===== config.mk =====
export PLATFORM = sky130hd
export DESIGN_NAME = gray_encoder_tx
export DESIGN_NICKNAME = d
export VERILOG_FILES = /design/src/rtl/gray_pkg.sv /design/src/rtl/gray_encoder_tx_bin_to_gray.sv /design/src/rtl/gray_encoder_tx.sv
export SDC_FILE = /design/constraint.sdc
export NUM_CORES = 1
export LEC_CHECK = 0
export CAP_MARGIN = 10
export CORE_MARGIN = 5
export CORE_UTILIZATION = 44
export DETAILED_ROUTE_END_ITERATION = 12
export GPL_ROUTABILITY_DRIVEN = 0
export PLACE_DENSITY = 0.75
export SLEW_MARGIN = 20
export SYNTH_ARGS = -nofsm -noshare
export SYNTH_HDL_FRONTEND = slang
export SYNTH_HIERARCHICAL = 1
export SYNTH_SLANG_ARGS = --single-unit

===== constraint.sdc =====
create_clock -name clk -period 1.3 [get_ports clk]
set_clock_uncertainty 0.05 [all_clocks]
set_input_delay 0.26 -clock clk [delete_from_list [all_inputs] [get_ports clk]]
set_output_delay 0.26 -clock clk [all_outputs]
set_load 0.05 [all_outputs]

===== src/rtl/gray_pkg.sv =====
// Shared constants and FIFO state encoding for the Gray-code transmitter.
package gray_pkg;

    localparam int GRAY_WIDTH   = 4;
    localparam int GRAY_MAX_VAL = 9;

    typedef enum logic [1:0] {
        EMPTY = 2'd0,
        HALF  = 2'd1,
        FULL  = 2'd2
    } fifo_state_t;

endpackage


===== src/rtl/gray_encoder_tx_bin_to_gray.sv =====
// Combinational binary-to-Gray converter: gray = bin ^ (bin >> 1).
module bin_to_gray #(
    parameter int WIDTH = 4
) (
    input  logic [WIDTH-1:0] bin,
    output logic [WIDTH-1:0] gray
);

    assign gray[WIDTH-1] = bin[WIDTH-1];

    generate
        for (genvar gi = 0; gi < WIDTH - 1; gi++) begin : g_bit
            assign gray[gi] = bin[gi] ^ bin[gi+1];
        end
    endgenerate

endmodule


===== src/rtl/gray_encoder_tx.sv =====
// Range-checked Gray encoder with a 2-entry output FIFO and saturating error count.
// Optional GRAY_ENC_PARITY_EN adds out_parity (XOR of out_gray) stored per entry.
module gray_encoder_tx
    import gray_pkg::*;
#(
    parameter int WIDTH   = GRAY_WIDTH,
    parameter int MAX_VAL = GRAY_MAX_VAL
) (
    input  logic             clk,
    input  logic             rst_n,
    input  logic             in_valid,
    output logic             in_ready,
    input  logic [WIDTH-1:0] in_bin,
    output logic             out_valid,
    input  logic             out_ready,
    output logic [WIDTH-1:0] out_gray,
    output logic             err_pulse,
    output logic [7:0]       err_count
`ifdef GRAY_ENC_PARITY_EN
    ,
    output logic             out_parity
`endif
);

    localparam logic [WIDTH-1:0] MAX_W = WIDTH'(MAX_VAL);

    fifo_state_t      state_reg, state_next;
    logic             in_ready_reg;
    logic             wr_ptr_reg, rd_ptr_reg;
    logic             err_pulse_reg;
    logic [7:0]       err_count_reg;
    logic [WIDTH-1:0] mem [2];
    logic [WIDTH-1:0] gray_in;
    logic             accept, in_range, push, reject, pop;

    bin_to_gray #(.WIDTH(WIDTH)) u_bin_to_gray (
        .bin  (in_bin),
        .gray (gray_in)
    );

    assign accept   = in_valid & in_ready_reg;
    assign in_range = (in_bin <= MAX_W);
    assign push     = accept & in_range;
    assign reject   = accept & ~in_range;
    assign out_valid = (state_reg != EMPTY);
    assign pop      = out_valid & out_ready;

    always_comb begin
        state_next = state_reg;
        unique case (state_reg)
            EMPTY: if (push) state_next = HALF;
            HALF: begin
                if (push && !pop)      state_next = FULL;
                else if (pop && !push) state_next = EMPTY;
            end
            FULL:  if (pop) state_next = HALF;
            default: state_next = EMPTY;
        endcase
    end

    // in_ready is a flop loaded from the next state, so it mirrors state_reg != FULL
    // without any combinational path from out_ready.
    always_ff @(posedge clk or negedge rst_n) begin
        if (!rst_n) begin
            state_reg     <= EMPTY;
            in_ready_reg  <= 1'b0;
            wr_ptr_reg    <= 1'b0;
            rd_ptr_reg    <= 1'b0;
            err_pulse_reg <= 1'b0;
            err_count_reg <= 8'd0;
        end else begin
            state_reg     <= state_next;
            in_ready_reg  <= (state_next != FULL);
            err_pulse_reg <= reject;
            if (push)
                wr_ptr_reg <= ~wr_ptr_reg;
            if (pop)
                rd_ptr_reg <= ~rd_ptr_reg;
            if (reject && err_count_reg != 8'hFF)
                err_count_reg <= err_count_reg + 8'd1;
        end
    end

    always_ff @(posedge clk) begin
        if (push)
            mem[wr_ptr_reg] <= gray_in;
    end

    // Entries are not reset; gating with out_valid keeps the outputs at zero when empty.
    assign in_ready  = in_ready_reg;
    assign out_gray  = out_valid ? mem[rd_ptr_reg] : '0;
    assign err_pulse = err_pulse_reg;
    assign err_count = err_count_reg;

`ifdef GRAY_ENC_PARITY_EN
    logic par_mem [2];

    always_ff @(posedge clk) begin
        if (push)
            par_mem[wr_ptr_reg] <= ^gray_in;
    end

    assign out_parity = out_valid & par_mem[rd_ptr_reg];
`endif

endmodule


## Word-level counts from Yosys, hierarchy flattened

Memories as Yosys holds them, arrays and structs flattened.
Index checks and enable logic that the tools add are counted.

| word-level totals | value |
|---|---|
| register bits | 14 |
| bits in latches | 0 |
| memory bits (writable) | 8 |
| memory bits (read-only) | 0 |
| bits of input ports | 8 |
| output and inout bits | 15 |
| memories kept | 1 |

| cells by class | value |
|---|---|
| add/subtract/negate cells | 1 |
| multiply operators | 0 |
| div/mod/pow operators | 0 |
| $lt $le $gt $ge | 1 |
| equal/unequal tests | 4 |
| shift-type cells | 0 |
| multiplexer cells | 8 |
| bitwise operators | 10 |
| reductions and logical operators | 7 |

Memories:

| name | depth | bits a word | read ports | clocked after Yosys merged registers in | write ports | RTL line | RTL |
|---|---|---|---|---|---|---|---|
| mem | 2 | 4 | 1 | 0 | 1 | gray_encoder_tx.sv:32 | `logic [WIDTH-1:0] mem [2];` |

Operator list:

| operator | number |
|---|---|
| adder 8 x 1 -> 8 bit (second input constant) | 1 |
| 2-to-1 mux 2 bit | 4 |
| != test 8 bit (second input constant) | 1 |
| case mux 2 bit (3 select lines) | 1 |
| bitwise AND 1 bit | 4 |
| <= comparator 4 bit (second input constant) | 1 |
| 2-to-1 mux 4 bit | 1 |
| logical AND 1 bit | 3 |
| NOT 1 bit | 3 |
| XOR 1 bit | 3 |
| equality test 2 x 1 -> 1 bit (second input constant) | 1 |
| equality test 2 bit (second input constant) | 1 |
| logical NOT 1 bit | 2 |
| logical NOT 2 bit | 1 |
| 2-to-1 mux 1 bit | 2 |
| != test 2 bit (second input constant) | 1 |
| nonzero test 2 bit | 1 |

## Longest topological paths before layout

Gate-level depths: netlist (run 1).

| depth | value |
|---|---|
| depth after elaboration | 8 |
| mapped depth | 4 |
| depth with buffers taken out | 4 |

## By module

The synthesis (run 1) kept the hierarchy.

Modules (own cells, without submodules):

| module | times used | cells each | area each (um^2) | sequential area each (um^2) |
|---|---|---|---|---|
| gray_encoder_tx | 1 | 82 | 1017.2 | 590.6 |
| bin_to_gray | 1 | 4 | 33.8 | 0.0 |

## Worst setup path after synthesis (run 1)

OpenSTA, ideal clock, no wires.

| timing | value |
|---|---|
| path type | reg-to-reg |
| start | register err_count_reg[0] (netlist: err_count[0]) |
| end | register err_count_reg[1] (netlist: err_count[1]) |
| library setup time | 0.125 ns |
| data arrival time | 1.643 ns |
| setup slack | -0.517 ns |
| stages on the path, launching flop included | 5 |
| clock period less this slack | 1.817 ns |
| path through | dfrtp_1 -> ha_1 -> nand4_1 -> o21ai_2 -> mux2_2 |

| between the ends | value |
|---|---|
| longest elaborated chain between the ends | 2 |
| elaborated cells on any way between the ends | 3 |
| those cells by class | add/sub: 1; eq/ne: 1; reduce/logical: 1 |

RTL lines:

| element | RTL line | RTL |
|---|---|---|
| start: declaration | gray_encoder_tx.sv:31 | `logic [7:0] err_count_reg;` |
| start signal: assignment | gray_encoder_tx.sv:80 | `err_count_reg <= err_count_reg + 8'd1;` |
| parallel branches: the longest is 2 deep, another holds adder 8 x 1 -> 8 bit | n/a |  |

Several ways; the timed one is not identified.
A chain may end at the register's enable or synchronous reset.

## Worst setup path after layout (run 1)

| timing | value |
|---|---|
| start | register rd_ptr_reg |
| end | output port out_gray[2] |

| between the ends | value |
|---|---|
| longest elaborated chain between the ends | 2 |

RTL lines:

| element | RTL line | RTL |
|---|---|---|
| start: declaration | gray_encoder_tx.sv:29 | `logic wr_ptr_reg, rd_ptr_reg;` |
| start signal: assignment | gray_encoder_tx.sv:78 | `rd_ptr_reg <= ~rd_ptr_reg;` |
| memory read (2 x 4 bit) | n/a |  |
| 2-to-1 mux 4 bit | gray_encoder_tx.sv:91 | `assign out_gray = out_valid ? mem[rd_ptr_reg] : '0;` |
| end: declaration | gray_encoder_tx.sv:16 | `output logic [WIDTH-1:0] out_gray,` |

Every way passes these cells.

==> results of run 1 <==
==> per-stage QoR <==
stage / power, mW / setup slack, ns
2_1_floorplan: 2.068 / -0.2786
3_3_place_gp: 2.991 / -0.5313
3_5_place_dp: 3.047 / -0.6351
4_1_cts: 4.002 / -0.3214
5_1_grt: 4.360 / -0.4199
6_report: 4.188 / -0.3662
==> cells in the mapped netlist <==
library cell,instances,area share
a2111oi_0,1,0.0083
a21o_1,1,0.0071
a21oi_1,2,0.0095
a311oi_1,2,0.017
a32o_1,1,0.0095
and2_1,1,0.0060
and3_1,3,0.018
and4_4,1,0.011
and4b_1,1,0.0095
buf_4,1,0.0071
clkbuf_1,1,0.0036
dfrtp_1,14,0.33
edfxtp_1,8,0.23
ha_1,1,0.012
inv_1,2,0.0071
inv_4,1,0.0060
mux2_2,3,0.032
mux2_4,1,0.014
mux2i_1,4,0.038
nand2_1,6,0.021
nand2b_1,1,0.0060
nand3_1,3,0.014
nand4_1,1,0.0060
nand4b_1,1,0.0083
nor2_1,8,0.029
nor2b_1,1,0.0060
nor3_1,2,0.0095
o2111ai_1,1,0.0083
o2111ai_4,1,0.025
o21a_1,1,0.0071
o21ai_0,1,0.0048
o21ai_1,1,0.0048
o21ai_2,1,0.0083
or3_1,1,0.0060
xnor2_1,3,0.025
xor2_1,4,0.033
==> how the worst max path moves through the flow <==
stage | cells past startpoint | startpoint | end
5_1_grt | 3 | rd_ptr_reg$_DFFE_PN0P_ | out_gray[1]
6_report | 3 | rd_ptr_reg$_DFFE_PN0P_ | out_gray[2]
4_1_cts | 3 | rd_ptr_reg$_DFFE_PN0P_ | out_gray[0]
2_1_floorplan | 4 | err_count[0]$_DFFE_PN0P_ | err_count[1]$_DFFE_PN0P_
3_5_place_dp | 5 | in_bin[1] | mem[0][2]$_DFFE_PP_
3_3_place_gp | 5 | in_bin[1] | err_count[7]$_DFFE_PN0P_
==> area by class of cell <==
class | instances | area (sq um)
clock buffers | 3 | 22.52
repair buffers | 65 | 716.9
multi-input cells | 59 | 621.8
fillers | 80 | 209.0
well taps | 28 | 35.03
flip-flops and latches | 22 | 603.1
clock inverters | 1 | 30.03
inverters | 3 | 16.27
==> layout by cell type (no fill, tap or decap), types with 2 or more instances in the layout <==
master / netlist / final
buf_4: 1 / 27
buf_6: 0 / 19
buf_12: 0 / 11
dfrtp_2: 0 / 10
edfxtp_1: 8 / 8
nor2_4: 0 / 6
mux2_4: 1 / 4
xor2_1: 4 / 4
dfrtp_1: 14 / 4
dlygate4sd2_1: 0 / 4
nand2_1: 6 / 3
mux2i_2: 0 / 3
and3_4: 0 / 3
clkbuf_4: 0 / 3
clkdlybuf4s50_1: 0 / 3
inv_4: 1 / 2
a21oi_1: 2 / 2
nand2_4: 0 / 2
nand3_1: 3 / 2
a311oi_2: 0 / 2
xnor2_1: 3 / 2
nor2_1: 8 / 2
==> repair_timing <==
| action | in CTS | in global routing |
|---|---|---|
| gates resized for setup | 42 | 6 |
| setup endpoints to repair | 34 | 23 |
| pin swaps | 11 | 3 |
| setup buffers | 14 | 1 |
| hold endpoints to repair | 0 | 0 |
| hold buffers | 0 | 0 |
==> layer usage <==
metal  part of all wire  routed length [microns]
met1               0.40                     1520
met4              0.028                      104
met3              0.031                      115
met2               0.54                     2016
met5                  0                        0
==> worst reg2reg max path: stages (launching register included) <==
cell	delay (ns)
dfrtp_2	0.44
ha_4	0.18
nand4_1	0.15
o21ai_2	0.21
mux2_4	0.32
==> power breakdown <==
| part | internal, mW | total (mW) | switching (mW) | leakage [nW] |
|---|---|---|---|---|
| Sequential | 0.914 | 1.19 | 0.280 | 0.236 |
| Clock | 0.312 | 0.540 | 0.228 | 0.0279 |
| Combinational | 1.30 | 2.45 | 1.15 | 0.599 |
| Total | 2.53 | 4.19 | 1.66 | 0.862 |
==> kinds of logic after synthesis <==
| kind of cell | after synthesis |
|---|---|
| compound gates | 13 |
| xor+xnor | 7 |
| fa+ha+maj | 1 |
| buf+inv | 5 |
| flops | 22 |
| mux | 8 |
| simple gates | 30 |
==> flow_metrics.env, run 1 <==
export IMPL_n_antenna_cell=0
export IMPL_final_cells=181
export IMPL_dp_hpwl_microns=1883
export IMPL_routed_wl_microns=3756
export IMPL_core_area_sq_um=2255
export IMPL_grtUsageTotal=0.2328
export IMPL_cts_tree="yes"
export IMPL_ctsRootBufferMaster="clkbuf_4"
export IMPL_reg2reg_to="err_count[1]$_DFFE_PN0P_"
export IMPL_required_ns=0.99
export IMPL_synth_cell_type_count=36
export IMPL_met3_usage=0.03509
export IMPL_post_route_cells_drive_above_1_share=0.6993
export IMPL_grt_setup_unrepaired="yes"
export IMPL_place_area_sq_um=1704
export IMPL_synth_top_family_by_area="simple AND/OR/NAND/NOR gates"
export IMPL_grt_overflow_total=0
export IMPL_grt_max_degree=15
export IMPL_die_x_microns=58.88
export IMPL_grt_pass1_vias=1134
export IMPL_final_max_slew_viol_count=0
export IMPL_drtPass1Iterations=4
export IMPL_nets=163
export IMPL_via_per_inst=5.552
export IMPL_setup_viol=22
export IMPL_r2r_start="err_count[0]$_DFFE_PN0P_"
export IMPL_cts_made_buffers=3
export IMPL_critPathArrivalTime_ns=1.36
export IMPL_timing_hold_ws_ns=0.1784
export IMPL_cap_violations=0
export IMPL_dieArea_sq_um=3466
export IMPL_drc=0
export IMPL_hp_class="primary input to asynchronous set/reset pin"
export IMPL_power_density_nw_per_um2=2047
export IMPL_synth_fp_nets=95
export IMPL_cpPeakStageDelay_ns=0.52
export IMPL_muxShareOfSynthArea=0.08452
export IMPL_initial_core_util=0.4661
export IMPL_final_cell_area_sq_um=2046
export IMPL_fin_crit_sh=1.282
export IMPL_cp_end_kind="output pin"
export IMPL_grt_pass1_wl_microns=5871
export IMPL_cp_start_kind="flop"
export IMPL_clk_latency_ns=0.32
export IMPL_worstMarginPinSlew_ns=0.3669
export IMPL_syn_area_per_cell_sq_um=12.22
export IMPL_rows=17
export IMPL_violations="setup timing"
export IMPL_use_met1=0.2792
export IMPL_busiest_layer="met2"
export IMPL_worstSetupPathType="flop to output pin"
export IMPL_status="finished, violations left"
export IMPL_die_y_microns=58.88
export IMPL_clk_path_buf_depth=2
export IMPL_post_route_util=0.9073
export IMPL_crit_chain="mux2i_2, nor2_4, buf_6"
export IMPL_p_leak_nw=0.8624
export IMPL_fin_ws_ns=-0.3662
export IMPL_synth_simple_area_share=0.1500
export IMPL_yosys_area_share_xor_xnor=0.05833
export IMPL_finalHoldViolCount=0
export IMPL_first_iter_violations=37
export IMPL_ir_drop_v=0.001856
export IMPL_fin_tns_setup_ns=-2.883
export IMPL_h_tree_depth=1
export IMPL_postRouteAntennaNets=0
export IMPL_max_freq_mhz=600.2
export IMPL_cp_slowest_cell="dfrtp_2"
export IMPL_crit_buf_inv=1
export IMPL_yosysWarningCount=6
export IMPL_placedCellCount=162
export IMPL_io_buffer_count=22
export IMPL_synthAdderAreaFrac=0.01190
export IMPL_rr_worst_depth=4
export IMPL_pin_count=23
export IMPL_cts_sinks=22
export IMPL_slew_headroom=0.7553
export IMPL_cp_top_family="flip-flops"
export IMPL_fin_crit_ns=1.666
export IMPL_antenna_found_initial=0
export IMPL_crit_fanout=5
export IMPL_seq_area_frac_synth=0.5619
export IMPL_wl_per_cell_microns=20.75
export IMPL_clk_pin_slew_ns=0.13
export IMPL_synth_seq_cells=22
export IMPL_grt_util_met2=0.4196
export IMPL_dr_total_vias=1005
export IMPL_reg2reg_slack_ns=-0.15
export IMPL_syn_area_sq_um=1051
export IMPL_synth_compound_area_frac=0.1095
export IMPL_synthCells=86
export IMPL_syn2layout_area_growth_pct=94.64
(Power assumes the default switching activity.)
==> run 2: changes to the inputs <==
--- a/config.mk
+++ b/config.mk
@@ -6,11 +6,11 @@
 export NUM_CORES = 1
 export LEC_CHECK = 0
 export CAP_MARGIN = 10
-export CORE_MARGIN = 5
+export CORE_MARGIN = 2
 export CORE_UTILIZATION = 44
 export DETAILED_ROUTE_END_ITERATION = 12
 export GPL_ROUTABILITY_DRIVEN = 0
-export PLACE_DENSITY = 0.75
+export PLACE_DENSITY_LB_ADDON = 0.12
 export SLEW_MARGIN = 20
 export SYNTH_ARGS = -nofsm -noshare
 export SYNTH_HDL_FRONTEND = slang
==> flow_metrics.env, run 2 (synthesis gave the netlist of run 1 again) <==
export IMPL_regArea_sq_um=603.1
export IMPL_final_max_slew_viol_count=0
export IMPL_cts_hold_buf=0
export IMPL_final_common_cell="buf_4"
export IMPL_max_freq_mhz=599.4
export IMPL_grtUsageTotal=0.3081
export IMPL_first_iter_violations=30
export IMPL_cap_violations=0
export IMPL_core_area_sq_um=2233
export IMPL_placedCellCount=161
export IMPL_slew_headroom=0.7747
export IMPL_clk_latency_ns=0.33
export IMPL_multi_input_area_sq_um=653.1
export IMPL_power_frac_clock=0.128
export IMPL_fin_ws_ns=-0.3684
export IMPL_cp_start_kind="flop"
export IMPL_reg2reg_to="err_count[1]$_DFFE_PN0P_"
export IMPL_initial_core_util=0.4706
export IMPL_ctsRootBufferMaster="clkbuf_4"
export IMPL_violations="setup timing"
export IMPL_n_antenna_cell=0
export IMPL_final_cells=187
export IMPL_critPathArrivalTime_ns=1.36
export IMPL_via_per_inst=5.989
export IMPL_dp_hpwl_microns=1806
export IMPL_fin_crit_sh=1.283
export IMPL_grt_max_degree=15
export IMPL_pwr_share_seq=0.274
export IMPL_wl_per_cell_microns=26.50
export IMPL_layout_common_cells="buf_4, buf_6, buf_12"
export IMPL_post_route_util=0.9457
export IMPL_finalHoldViolCount=0
export IMPL_fill_cells=55
export IMPL_grt_pass1_vias=1132
export IMPL_antenna_found_initial=0
export IMPL_grt_pass1_wl_microns=5920
export IMPL_clk_path_buf_depth=2
export IMPL_die_x_microns=52.88
export IMPL_grt_setup_unrepaired="yes"
export IMPL_p_leak_nw=0.9045
export IMPL_cts_tree="yes"
export IMPL_worstMarginPinSlew_ns=0.3344
export IMPL_dr_total_vias=1120
export IMPL_drc=0
export IMPL_post_route_cells_drive_above_1_share=0.7421
export IMPL_internal_power_mw=2.538
export IMPL_cts_made_buffers=3
export IMPL_p_sw_mw=1.830
export IMPL_grt_overflow_total=0
export IMPL_switching_share=0.4190
export IMPL_required_ns=0.99
export IMPL_ir_drop_v=0.002025
export IMPL_drtPass1Iterations=4
export IMPL_worstSetupPathType="flop to output pin"
export IMPL_dieArea_sq_um=2796
export IMPL_routed_wl_microns=4956
export IMPL_die_y_microns=52.88
export IMPL_crit_fanout=4
export IMPL_r2r_start="err_count[0]$_DFFE_PN0P_"
export IMPL_io_buffer_count=22
export IMPL_rows=17
export IMPL_p_comb_frac=0.597
export IMPL_hp_class="primary input to asynchronous set/reset pin"
export IMPL_syn2layout_area_growth_pct=101.0
export IMPL_pin_count=23
export IMPL_postRouteAntennaNets=0
export IMPL_cp_end_kind="output pin"
export IMPL_rr_worst_depth=4
export IMPL_setup_viol=25
export IMPL_status="finished, violations left"
export IMPL_power_density_nw_per_um2=2068
export IMPL_fin_crit_ns=1.668
export IMPL_cts_sinks=22
export IMPL_clk_pin_slew_ns=0.15
export IMPL_nets=169
export IMPL_reg2reg_slack_ns=-0.23
export IMPL_h_tree_depth=1
-- run 2: cell types whose count changed in the layout (fill, tap and decap cells not counted), sizes merged --
cell	change
buf	+6
-- run 2: how the worst max path moves through the flow --
stage,cells past startpoint,slack [ns],startpoint,end
global route,3,-0.38,rd_ptr_reg$_DFFE_PN0P_,out_gray[1]
finish,4,-0.37,state_reg[0]$_DFF_PN0_,out_gray[1]
floorplan,4,-0.28,err_count[0]$_DFFE_PN0P_,err_count[1]$_DFFE_PN0P_
global placement,4,-0.51,in_bin[1],err_count[6]$_DFFE_PN0P_
CTS,3,-0.31,rd_ptr_reg$_DFFE_PN0P_,out_gray[0]
detailed placement,4,-0.60,in_bin[1],state_reg[0]$_DFF_PN0_
-- run 2: layer usage --
layer,up-vias,part of all wire,global-route usage
met5,-,0,0
met4,0,0.063,0.09402
met3,31,0.063,0.05085
met2,70,0.52,0.6083
met1,558,0.35,0.3266
li1,461,-,-
-- run 2: what timing repair did --
action | in CTS | in global routing
pin swaps | 17 | 7
gates cloned | 0 | 0
setup endpoints to repair | 34 | 27
buffers inserted | 17 | 7
gates resized for setup | 42 | 12
-- run 2: critical path: stages, from the launching register on --
cell     delay, ns
dfrtp_1       0.47
nor2_4        0.20
buf_12        0.15
nor2_4        0.04
buf_6         0.15
-- run 2: power by group through the flow --
stage	combinational, mW	sequential (mW)	clock [mW]
6_report	2.61	1.20	0.560
5_1_grt	2.70	1.20	0.584
4_1_cts	2.29	1.14	0.533
3_5_place_dp	1.87	1.12	0
3_3_place_gp	1.84	1.11	0
2_1_floorplan	0.670	1.40	0
-- run 2: final cells by class --
| type | count | area share |
|---|---|---|
| clock inverter | 1 | 0.01422 |
| clock buffer | 3 | 0.01066 |
| inverter | 3 | 0.006517 |
| multi-input combinational | 59 | 0.3092 |
| timing repair buffer | 71 | 0.3572 |
| sequential | 22 | 0.2855 |
| tap | 28 | 0.01659 |
-- run 2: metrics by stage --
stage          TNS [ns]  cell area (sq um)  total power [mW]  hold slack [ns]  worst slack (ns)
3_5_place_dp     -10.32               1697             2.990           0.5049           -0.5970
6_report         -3.981               2112             4.368           0.1894           -0.3684
5_1_grt          -4.579               2112             4.487           0.1990           -0.3820
4_1_cts          -2.194               2024             3.965           0.2045           -0.3118
2_1_floorplan    -1.316               1150             2.068         -0.08559           -0.2786
3_3_place_gp     -8.738               1697             2.947           0.5065           -0.5101
